--- config.mk ---
export PLATFORM = sky130hd
export DESIGN_NAME = fetch_stage
export DESIGN_NICKNAME = d
export VERILOG_FILES = /design/src/rtl/riscv_pkg.sv /design/src/rtl/if_id_reg.sv /design/src/rtl/fetch_stage.sv
export SDC_FILE = /design/constraint.sdc
export NUM_CORES = 1
export LEC_CHECK = 0
export CORE_ASPECT_RATIO = 1.1
export CORE_MARGIN = 2
export CORE_UTILIZATION = 50
export CTS_CLUSTER_SIZE = 28
export DETAILED_ROUTE_END_ITERATION = 7
export DONT_BUFFER_PORTS = 1
export GPL_ROUTABILITY_DRIVEN = 0
export PLACE_DENSITY = 0.63
export SLEW_MARGIN = 20
export SYNTH_ARGS = -nofsm -noshare
export SYNTH_HDL_FRONTEND = slang
export SYNTH_SLANG_ARGS = --single-unit
--- constraint.sdc ---
create_clock -name clk -period 2.7 [get_ports clk]
set_input_delay 0.675 -clock clk [delete_from_list [all_inputs] [get_ports clk]]
set_output_delay 0.675 -clock clk [all_outputs]
set_load 0.02 [all_outputs]
--- src/rtl/riscv_pkg.sv ---
// riscv_pkg: shared widths, opcodes and fetch FSM states
package riscv_pkg;
    localparam int ILEN = 32;
    localparam logic [6:0] OPCODE_NOP = 7'b0000000;
    localparam logic [31:0] DEFAULT_RESET_PC = 32'h0000_0000;
    typedef enum logic [1:0] {RESET_HOLD, FETCH, REDIRECT} fetch_state_t;
endpackage

--- src/rtl/if_id_reg.sv ---
// if_id_reg: IF/ID pipeline register with hold, bubble and load
import riscv_pkg::*;
module if_id_reg (
    input  logic            clk,
    input  logic            rst,
    input  logic            flush,
    input  logic            hold,
    input  logic            load,
    input  logic [31:0]     pc,
    input  logic [ILEN-1:0] instr,
    output logic            valid,
    output logic [31:0]     pc_q,
    output logic [ILEN-1:0] instr_q
);
    always_ff @(posedge clk) begin
        if (rst || flush || (!hold && !load)) begin
            valid   <= 1'b0;
            pc_q    <= '0;
            instr_q <= {{(ILEN-7){1'b0}}, OPCODE_NOP};
        end else if (!hold) begin
            valid   <= 1'b1;
            pc_q    <= pc;
            instr_q <= instr;
        end
    end
endmodule

--- src/rtl/fetch_stage.sv ---
// fetch_stage: PC and fetch FSM feeding the IF/ID register and field decode
import riscv_pkg::*;
module fetch_stage #(
    parameter logic [31:0] RESET_PC = DEFAULT_RESET_PC
) (
    input  logic            clk,
    input  logic            rst,
    output logic            imem_req,
    output logic [31:0]     imem_addr,
    input  logic            imem_ready,
    input  logic [ILEN-1:0] imem_rdata,
    input  logic            stall,
    input  logic            flush,
    input  logic [31:0]     redirect_pc,
    output logic            if_valid,
    output logic [31:0]     if_pc,
    output logic [ILEN-1:0] if_instr,
    output logic [6:0]      opcode,
    output logic [2:0]      func3,
    output logic [6:0]      func7,
    output logic [19:0]     imm_data
);
    fetch_state_t state, state_next;
    logic [31:0] pc;
    logic hold, accept;
    assign hold      = stall && if_valid && !flush;
    assign imem_req  = (state == FETCH) && !(stall && if_valid) && !flush;
    assign accept    = imem_req && imem_ready;
    assign imem_addr = pc;
    always_comb begin
        state_next = FETCH;
        if (flush)
            state_next = REDIRECT;
    end
    always_ff @(posedge clk) begin
        state <= rst ? RESET_HOLD : state_next;
        if (rst)
            pc <= RESET_PC;
        else if (flush)
            pc <= {redirect_pc[31:2], 2'b00};
        else if (accept)
            pc <= pc + 32'd4;
    end
    if_id_reg u_if_id (
        .clk(clk),
        .rst(rst),
        .flush(flush),
        .hold(hold),
        .load(accept),
        .pc(pc),
        .instr(imem_rdata),
        .valid(if_valid),
        .pc_q(if_pc),
        .instr_q(if_instr)
    );
    assign opcode   = if_instr[6:0];
    assign func3    = if_instr[14:12];
    assign func7    = if_instr[31:25];
    assign imm_data = if_instr[31:12];
endmodule

==> metrics.csv, run 1 <==
stage,metric,value,unit
cells_and_area,final_util,52.0,%
timing,finClkSkew,0.0130,ns
place,dp_hpwl,8310,µm
clock_tree,cts_hold_buf,0,
logic_synthesis,syn-cell-area,0.00432,mm²
worst_setup_path,path_class,reg2reg,
logic_synthesis,ys_seq_area_share,44.0,%
job,max_cap_viol_count,0,
clock_tree,cts-root-buf,clkbuf_8,
die,die-width,92.7,µm
worst_setup_path,cpMostUsedCell,nand4_1,
drt,drc_errors,0,
power,p_leak,1.58,nW
logic_synthesis,yosys.area.top_type_share,44.0,%
worst_setup_path,end_kind,flop,
worst_setup_path,critPathSlowestCell,nor4_2,
die,io_pins,204,
clock_tree,clockBufferDepth,2,
power,p_per_area,586,mW/mm²
timing,setup_slack,0.487,ns
logic_synthesis,yosys_warnings,0,
timing,whs,0.386,ns
worst_setup_path,setup.worst_path.start_class,flop,
cells_and_area,layout_commonest_cell,nand2_1,
die,fp.coreArea,0.00841,mm²
power,switching_share,27.3,%
timing,fmax,452,MHz
logic_synthesis,synth_compound_area_share,16.1,%
die,rows,35,
cells_and_area,area_growth,1.13,%
clock_tree,cts_tree,done,
power,sequentialPowerShare,59.2,%
clock_tree,clk_pin_slew_worst_paths,0.11,ns
worst_setup_path,path_depth,5,
power,ir_drop,0.308,mV
global_routing,grt_max_degree,63,
timing,timing.final.crit_share,82.0,%
worst_setup_path,arrival,2.50,ns
worst_setup_path,max_stage_delay,0.68,ns
hold_path,hp-class,in2reg,
timing,drv_slew,0,
cells_and_area,drive_gt1_share,8.25,%
drt,antenna_left,0,
cells_and_area,final_cells,632,
global_routing,antenna_found_initial,0,
place,post_dp_cell_area,0.00418,mm²
drt,first_pass_iters,4,
clock_tree,htree_levels,3,
global_routing,grt_overflow,0,
place,dpl.cell_count,616,
logic_synthesis,avgSynthCellArea,7.71,µm²
timing,fin_crit,2.21,ns
logic_synthesis,synth_cell_type_count,37,
clock_tree,cts_setup_buffers,0,
drt,dr_total_vias,3703,
drt,avgViaCountPerCell,5.86,
worst_setup_path,crit_family,simple AND/OR/NAND/NOR gates,
clock_tree,cts.sinks,95,
place,port_buffers,0,
clock_tree,cts_buffers,9,
power,switchingPower,0.699,mW
clock_tree,clkLatencyLatePin,0.36,ns
die,start_util,51.4,%
timing,grt_setup_unrepaired,no,
logic_synthesis,synth_top_cells_by_area,"dfxtp_1, nand2_1, a21oi_1, buf_4, a31oi_1",
logic_synthesis,synth_top_family_by_area,simple AND/OR/NAND/NOR gates,
logic_synthesis,synthXorXnorAreaFrac,1.62,%
power,internal_power,1.86,mW
timing,finalHoldViolCount,0,
timing,relSlewSlack,47.4,%
drt,drt-initial-drc-count,206,
global_routing,grt_pass1_vias,3362,
global_routing,grt_use_met1,26.2,%
logic_synthesis,syn_inst,561,
logic_synthesis,synth_top_area_cell,dfxtp_1,
power,pwr-share-comb,5.4,%
power,pwr-share-clk,35.5,%
worst_setup_path,critPathRequiredTime,2.99,ns
die,die-area,0.00941,mm²
global_routing,grt_pass1_wl,17400,µm
cells_and_area,fin_area,0.00437,mm²
cells_and_area,layout_common_cells,"nand2_1, dfxtp_1, a21oi_1, a31oi_1",
worst_setup_path,critical_path.cell_chain,nand4_1 > nor4_2 > nand4_1 > xor2_1 > o22ai_1,
drt,routedWlPerCell,18.2,µm
cells_and_area,diodes,0,
timing,tightestPinTransition,0.782,ns
clock_tree,ctsResizeCount,0,
logic_synthesis,synthMuxAreaShare,1.56,%
global_routing,grt.busiest_layer,met2,
drt,drt_wl_total,11500,µm
timing,setup_viol,0,
cells_and_area,nNetsFinal,586,
logic_synthesis,yosys.area_share.simple,25.8,%
run_status,status,"finished, final reports clean",
global_routing,grtUsageMet3,10.9,%
logic_synthesis,synth.ff_latch_count,95,
worst_setup_path,cp_max_fo,8,
worst_setup_path,reg2regPathDepth,5,
place,place_ws,0.494,ns
worst_setup_path,path_buf_inv,0,
die,chipHeight,102,µm
logic_synthesis,synthAdderAreaFrac,0.289,%
timing,finalSetupTns,0,ns
power,finalPower,2.56,mW
global_routing,grt.total_usage,23.3,%
global_routing,met2_usage,40.6,%
hold_path,holdPathStages,1,
==> worst register-to-register path: stages, from the launching register on <==
cell	delay, ns
dfxtp_1	0.59
nand4_1	0.35
nor4_2	0.68
nand4_1	0.21
xor2_1	0.19
o22ai_1	0.13
==> path summary, 6_finish.rpt <==
| kind | startpoint | to | slack (ns) |
|---|---|---|---|
| max | imem_addr[14]$_SDFFE_PP0P_ | imem_addr[27]$_SDFFE_PP0P_ | 0.49 |
| min | rst | imem_addr[30]$_SDFFE_PP0P_ | 0.39 |
| max reg2reg | imem_addr[14]$_SDFFE_PP0P_ | imem_addr[27]$_SDFFE_PP0P_ | 0.49 |
| min reg2reg | u_if_id.pc_q[4]$_SDFFE_PP0P_ | u_if_id.pc_q[4]$_SDFFE_PP0P_ | 0.56 |
==> cell type report <==
| type | count | area (µm²) |
|---|---|---|
| fill | 845 | 4040 |
| multi-input combinational | 390 | 1990 |
| sequential | 95 | 1900 |
| timing repair buffer | 17 | 140 |
| tap | 111 | 139 |
| clock buffer | 10 | 138 |
| clock inverter | 6 | 50.0 |
| inverter | 3 | 11.3 |
==> cell usage after synthesis <==
cell type,n
o22ai_1,7
and3_1,9
and2_1,11
nor4_1,4
a311oi_1,1
nor2_1,18
a31oi_1,23
or3_1,3
xnor2_1,1
a211oi_1,2
o211ai_1,3
mux2_2,1
nand4_1,17
buf_2,4
a32oi_1,1
nand2_1,157
nand3_1,10
or3_4,1
ha_1,1
o21ai_0,9
nand2_2,1
clkbuf_1,31
a21oi_1,80
nand2b_1,1
and4bb_1,1
inv_1,3
nor4_2,2
conb_1,1
nor3_1,3
nor3_2,2
dfxtp_1,95
and4_1,3
xor2_1,7
mux2_1,5
buf_4,41
nor4bb_1,1
a2111oi_0,1
==> per-layer routing <==
metal  vias to the layer above  share of wire [%]
met1                      1743                 39
met3                         8                 11
met5                         -                  0
met4                         0               0.95
li1                       1793                  -
met2                       159                 49
==> power groups by stage <==
stage / sequential [mW] / clock (mW) / combinational (mW)
floorplan: 1.53 / 0 / 0.120
global placement: 1.55 / 0 / 0.133
detailed placement: 1.55 / 0 / 0.137
CTS: 1.51 / 0.931 / 0.137
global route: 1.52 / 0.995 / 0.155
finish: 1.52 / 0.909 / 0.138
==> state kept, by name, indices dropped and copies added, names as in the netlist <==
name             count
u_if_id.instr_q     32
state                2
u_if_id.pc_q        30
imem_addr           30
u_if_id.valid        1
==> kinds of logic after synthesis <==
family | count (synthesis)
and+or+nand+nor | 244
other | 1
AOI/OAI and AO/OA | 127
buffers and inverters | 79
DFF | 95
muxes | 6
adders and majority gates | 1
xor gates and xnor gates | 8
Power figures use the tool's default switching activity.
==> run 2, diff against run 1 <==
==> constraint.sdc (replaced) <==
create_clock -name clk -period 2.15 [get_ports clk]
set_input_delay 0.5375 -clock clk [delete_from_list [all_inputs] [get_ports clk]]
set_output_delay 0.5375 -clock clk [all_outputs]
set_load 0.02 [all_outputs]
==> metrics.csv, run 2 (synthesized netlist as in run 1, its figures left out) <==
stage,metric,value,unit
timing,whs,0.230,ns
worst_setup_path,critPathSlowestCell,nor4bb_1,
cells_and_area,max_flop_register,u_if_id.instr_q,
global_routing,grt_pass1_wl,17900,µm
cells_and_area,diodes,0,
global_routing,grt_overflow,0,
power,p_per_area,733,mW/mm²
global_routing,grt_max_degree,64,
die,io_pins,204,
global_routing,grt_use_met1,28.7,%
timing,drv_slew,0,
global_routing,grt.busiest_layer,met2,
power,ir_drop,0.365,mV
power,finalPower,3.36,mW
clock_tree,cts_tree,done,
cells_and_area,layout_commonest_cell,nand2_1,
drt,drt-initial-drc-count,160,
die,die-width,92.7,µm
global_routing,grt.total_usage,24.0,%
timing,timing.final.crit_share,92.1,%
power,p_leak,1.72,nW
die,chipHeight,102,µm
worst_setup_path,path_buf_inv,1,
timing,fmax,505,MHz
clock_tree,ctsResizeCount,0,
run_status,status,"finished, final reports clean",
worst_setup_path,end_kind,output pin,
clock_tree,clk_pin_slew_worst_paths,0.11,ns
worst_setup_path,cp_max_fo,6,
worst_setup_path,reg2reg_slack,0.32,ns
worst_setup_path,arrival,1.44,ns
worst_setup_path,critPathRequiredTime,1.61,ns
timing,finalHoldViolCount,0,
die,rows,35,
clock_tree,cts_setup_buffers,0,
power,switchingPower,0.901,mW
drt,antenna_left,0,
timing,relSlewSlack,57.8,%
cells_and_area,area_growth,5.99,%
cells_and_area,largest_register_ff_count,32,
drt,drt_wl_total,11700,µm
global_routing,grtUsageMet3,9.38,%
timing,fin_crit,1.98,ns
power,sequentialPowerShare,55.2,%
place,dpl.cell_count,639,
worst_setup_path,crit_family,simple AND/OR/NAND/NOR gates,
power,internal_power,2.46,mW
cells_and_area,nNetsFinal,609,
worst_setup_path,setup.worst_path.start_class,flop,
global_routing,grt_pass1_vias,3466,
timing,setup_slack,0.171,ns
clock_tree,clkLatencyLatePin,0.36,ns
timing,finalSetupTns,0,ns
clock_tree,cts_hold_buf,0,
drt,dr_total_vias,3781,
cells_and_area,fin_area,0.00458,mm²
clock_tree,cts-root-buf,clkbuf_8,
cells_and_area,drive_gt1_share,12.1,%
place,place_ws,0.200,ns
worst_setup_path,path_class,reg2out,
cells_and_area,final_util,54.5,%
cells_and_area,final_cells,655,
hold_path,hp-class,in2reg,
timing,finClkSkew,0.0128,ns
timing,grt_setup_unrepaired,no,
clock_tree,htree_levels,3,
place,post_dp_cell_area,0.00437,mm²
clock_tree,cts.sinks,95,
clock_tree,clockBufferDepth,2,
drt,drc_errors,0,
job,max_cap_viol_count,0,
drt,avgViaCountPerCell,5.77,
power,pwr-share-comb,7.6,%
drt,first_pass_iters,5,
worst_setup_path,critical_path.cell_chain,nand2_1 > nor4bb_1 > buf_4,
die,start_util,51.4,%
place,port_buffers,0,
global_routing,met2_usage,40.7,%
die,fp.coreArea,0.00841,mm²
power,pwr-share-clk,37.2,%
global_routing,antenna_found_initial,0,
drt,routedWlPerCell,17.9,µm
timing,tightestPinTransition,0.632,ns
power,switching_share,26.8,%
die,die-area,0.00941,mm²
worst_setup_path,max_stage_delay,0.36,ns
clock_tree,cts_buffers,9,
place,dp_hpwl,8390,µm
timing,setup_viol,0,
cells_and_area,layout_common_cells,"nand2_1, dfxtp_1, a21oi_1, buf_4, a31oi_1",
[run 2: cell types whose count changed in the layout (fill, tap and decap cells not counted), sizes merged]
cell	delta
buf	+23
inv	-1
clkinv	+2
clkinvlp	-1
clkbuf	-1
bufinv	+1
[run 2: worst paths after layout]
kind | to | cells past startpoint | start
worst min register to register | imem_addr[17]$_SDFFE_PP0P_ | 2 | imem_addr[17]$_SDFFE_PP0P_
worst max register to register | imem_addr[28]$_SDFFE_PP0P_ | 5 | imem_addr[10]$_SDFFE_PP0P_
worst min-delay path | imem_addr[30]$_SDFFE_PP0P_ | 1 | rst
worst max-delay path | imem_req | 3 | u_if_id.valid$_SDFFE_PP0P_
[run 2: power groups by stage]
| stage | clock network (mW) | registers [mW] | logic (mW) |
|---|---|---|---|
| after detailed placement | 0 | 1.89 | 0.253 |
| after global routing | 1.37 | 1.86 | 0.281 |
| after floorplan | 0 | 1.93 | 0.151 |
| after CTS | 1.29 | 1.85 | 0.254 |
| final | 1.25 | 1.85 | 0.254 |
| after global placement | 0 | 1.89 | 0.247 |
[run 2: layer usage]
layer / share of wire, % / vias to the layer above
met5: 0 / -
met4: 1.0 / 0
met3: 10 / 11
met2: 48 / 183
met1: 41 / 1750
li1: - / 1837
[run 2: cell type report]
type,count,area [µm²]
Clock buffer,9,124
Clock inverter,7,88.8
Fill cell,836,3830
Inverter,3,11.3
Multi-Input combinational cell,390,1990
Sequential cell,95,1900
Tap cell,111,139
Timing Repair Buffer,40,325
==> run 3, diff against run 2 <==
--- a/config.mk
+++ b/config.mk
@@ -12,8 +12,10 @@
 export DETAILED_ROUTE_END_ITERATION = 7
 export DONT_BUFFER_PORTS = 1
 export GPL_ROUTABILITY_DRIVEN = 0
+export HOLD_SLACK_MARGIN = 0.08
 export PLACE_DENSITY = 0.63
-export SLEW_MARGIN = 20
+export SETUP_SLACK_MARGIN = 0.5
+export SLEW_MARGIN = 15
 export SYNTH_ARGS = -nofsm -noshare
 export SYNTH_HDL_FRONTEND = slang
 export SYNTH_SLANG_ARGS = --single-unit
==> metrics.csv, run 3 (synthesized netlist as in run 1, its figures left out) <==
stage,metric,value,unit
run_status,status,"finished, final reports clean",
global_routing,grt_max_degree,63,
cells_and_area,max_flop_register,u_if_id.instr_q,
worst_setup_path,path_depth,6,
worst_setup_path,critPathLaunch,imem_addr[2]$_SDFFE_PP0P_,
power,pwr-share-clk,40.1,%
global_routing,antenna_found_initial,0,
timing,finClkSkew,0.0117,ns
die,start_util,51.4,%
global_routing,grt_overflow,0,
drt,dr_total_vias,3849,
drt,drt_wl_total,11800,µm
die,io_pins,204,
power,p_per_area,725,mW/mm²
clock_tree,clk_pin_slew_worst_paths,0.09,ns
die,chipHeight,102,µm
timing,relSlewSlack,60.1,%
clock_tree,cts_buffers,9,
hold_path,holdPathStages,1,
clock_tree,cts-root-buf,clkbuf_8,
job,max_cap_viol_count,0,
drt,first_pass_iters,4,
clock_tree,cts_tree,done,
cells_and_area,area_growth,12.4,%
cells_and_area,layout_common_cells,"nand2_1, a21oi_1, dfxtp_1, buf_4, a31oi_1",
worst_setup_path,critPathRequiredTime,2.44,ns
worst_setup_path,reg2regPathDepth,6,
die,die-width,92.7,µm
worst_setup_path,path_buf_inv,0,
hold_path,hold_end,imem_addr[12]$_SDFFE_PP0P_,
timing,finalHoldViolCount,0,
place,port_buffers,0,
clock_tree,cts_hold_buf,0,
global_routing,grt_pass1_wl,17600,µm
power,switching_share,24.4,%
power,finalPower,3.53,mW
worst_setup_path,critPathSlowestCell,dfxtp_4,
worst_setup_path,cp_max_fo,6,
power,ir_drop,0.397,mV
worst_setup_path,crit_family,simple AND/OR/NAND/NOR gates,
clock_tree,cts.sinks,95,
drt,drt-initial-drc-count,247,
power,sequentialPowerShare,53.3,%
worst_setup_path,reg2reg_slack,0.30,ns
cells_and_area,nNetsFinal,618,
timing,grt_setup_unrepaired,yes,
cells_and_area,drive_gt1_share,21.0,%
clock_tree,clkLatencyLatePin,0.37,ns
clock_tree,clockBufferDepth,2,
cells_and_area,diodes,0,
timing,tightestPinTransition,0.597,ns
timing,fin_crit,1.85,ns
power,switchingPower,0.859,mW
timing,setup_viol,0,
worst_setup_path,critical_path.cell_chain,ha_4 > and3_4 > nand4_1 > or3_4 > or3_1 > a31oi_1,
power,internal_power,2.67,mW
timing,drv_slew,0,
drt,routedWlPerCell,17.7,µm
worst_setup_path,setup.worst_path.start_class,flop,
timing,finalSetupTns,0,ns
hold_path,hp-class,in2reg,
global_routing,grt.total_usage,23.5,%
drt,drc_errors,0,
power,pwr-share-comb,6.5,%
worst_setup_path,worst_r2r_startpoint,imem_addr[2]$_SDFFE_PP0P_,
worst_setup_path,end_kind,flop,
cells_and_area,layout_commonest_cell,nand2_1,
hold_path,min_from,rst,
die,rows,35,
place,dp_hpwl,7970,µm
worst_setup_path,arrival,2.14,ns
drt,antenna_left,0,
timing,fmax,539,MHz
cells_and_area,largest_register_ff_count,32,
die,fp.coreArea,0.00841,mm²
worst_setup_path,max_stage_delay,0.45,ns
global_routing,grt_pass1_vias,3612,
drt,avgViaCountPerCell,5.80,
timing,timing.final.crit_share,86.2,%
worst_setup_path,path_class,reg2reg,
die,die-area,0.00941,mm²
power,p_leak,1.88,nW
clock_tree,htree_levels,3,
worst_setup_path,reg2reg_to,imem_addr[18]$_SDFFE_PP0P_,
[run 3: changes by cell type in the layout (fill, tap and decap cells not counted), moves of 3 or more]
cell	before	now
dfxtp_4	0	6
dfxtp_2	0	14
mux2_4	0	4
a21oi_2	0	4
buf_6	0	3
buf_4	38	45
a21oi_1	80	76
dfxtp_1	95	75
mux2_1	5	2
[run 3: through the flow]
stage	setup WS [ns]	hold slack (ns)	std cells	instance area [µm²]	utilization, %
CTS	0.282	0.208	652	4680	55.6
global route	0.236	0.203	664	4860	57.8
global placement	0.221	0.510	629	4370	51.9
detailed placement	0.211	0.526	629	4370	51.9
finish	0.296	0.216	664	4860	57.8
floorplan	0.288	0.521	564	4450	-
[run 3: routing by layer]
metal  GRT usage, %  wire, µm
met1           27.8      4670
met3           6.32      1030
met2           41.0      5830
met5              0         0
met4           9.05       242
[run 3: worst max-delay path by stage]
stage	end	slack (ns)
global route	imem_addr[18]$_SDFFE_PP0P_	0.24
CTS	imem_addr[18]$_SDFFE_PP0P_	0.28
detailed placement	imem_addr[5]$_SDFFE_PP0P_	0.21
floorplan	imem_addr[18]$_SDFFE_PP0P_	0.29
finish	imem_addr[18]$_SDFFE_PP0P_	0.30
global placement	imem_addr[5]$_SDFFE_PP0P_	0.22
[run 3: final cells by class]
type	count	area [µm²]
multi-input cells	390	2140
repair buffers	49	392
clock inverters	7	118
well taps	111	139
flip-flops and latches	95	1940
clock buffers	9	124
fillers	798	3550
inverters	3	11.3
[run 3: power groups by stage]
stage | combinational (mW) | clock (mW) | sequential (mW)
finish | 0.230 | 1.42 | 1.88
global route | 0.255 | 1.52 | 1.89
CTS | 0.219 | 1.45 | 1.88
detailed placement | 0.217 | 0 | 1.92
global placement | 0.213 | 0 | 1.92
floorplan | 0.159 | 0 | 1.93
[run 3: worst register-to-register path, delay by kind of cell, from the launching register on]
kind | cells | cell delay, ns
simple gates | 4 | 0.99
flops | 1 | 0.45
fa+ha+maj | 1 | 0.17
compound gates | 1 | 0.17
[run 3: what timing repair did]
| item | 4_1_cts | 5_1_grt |
|---|---|---|
| pin swaps | 8 | 17 |
| buffers inserted | 7 | 12 |
| gates resized for setup | 8 | 33 |
| setup endpoints to repair | 29 | 87 |
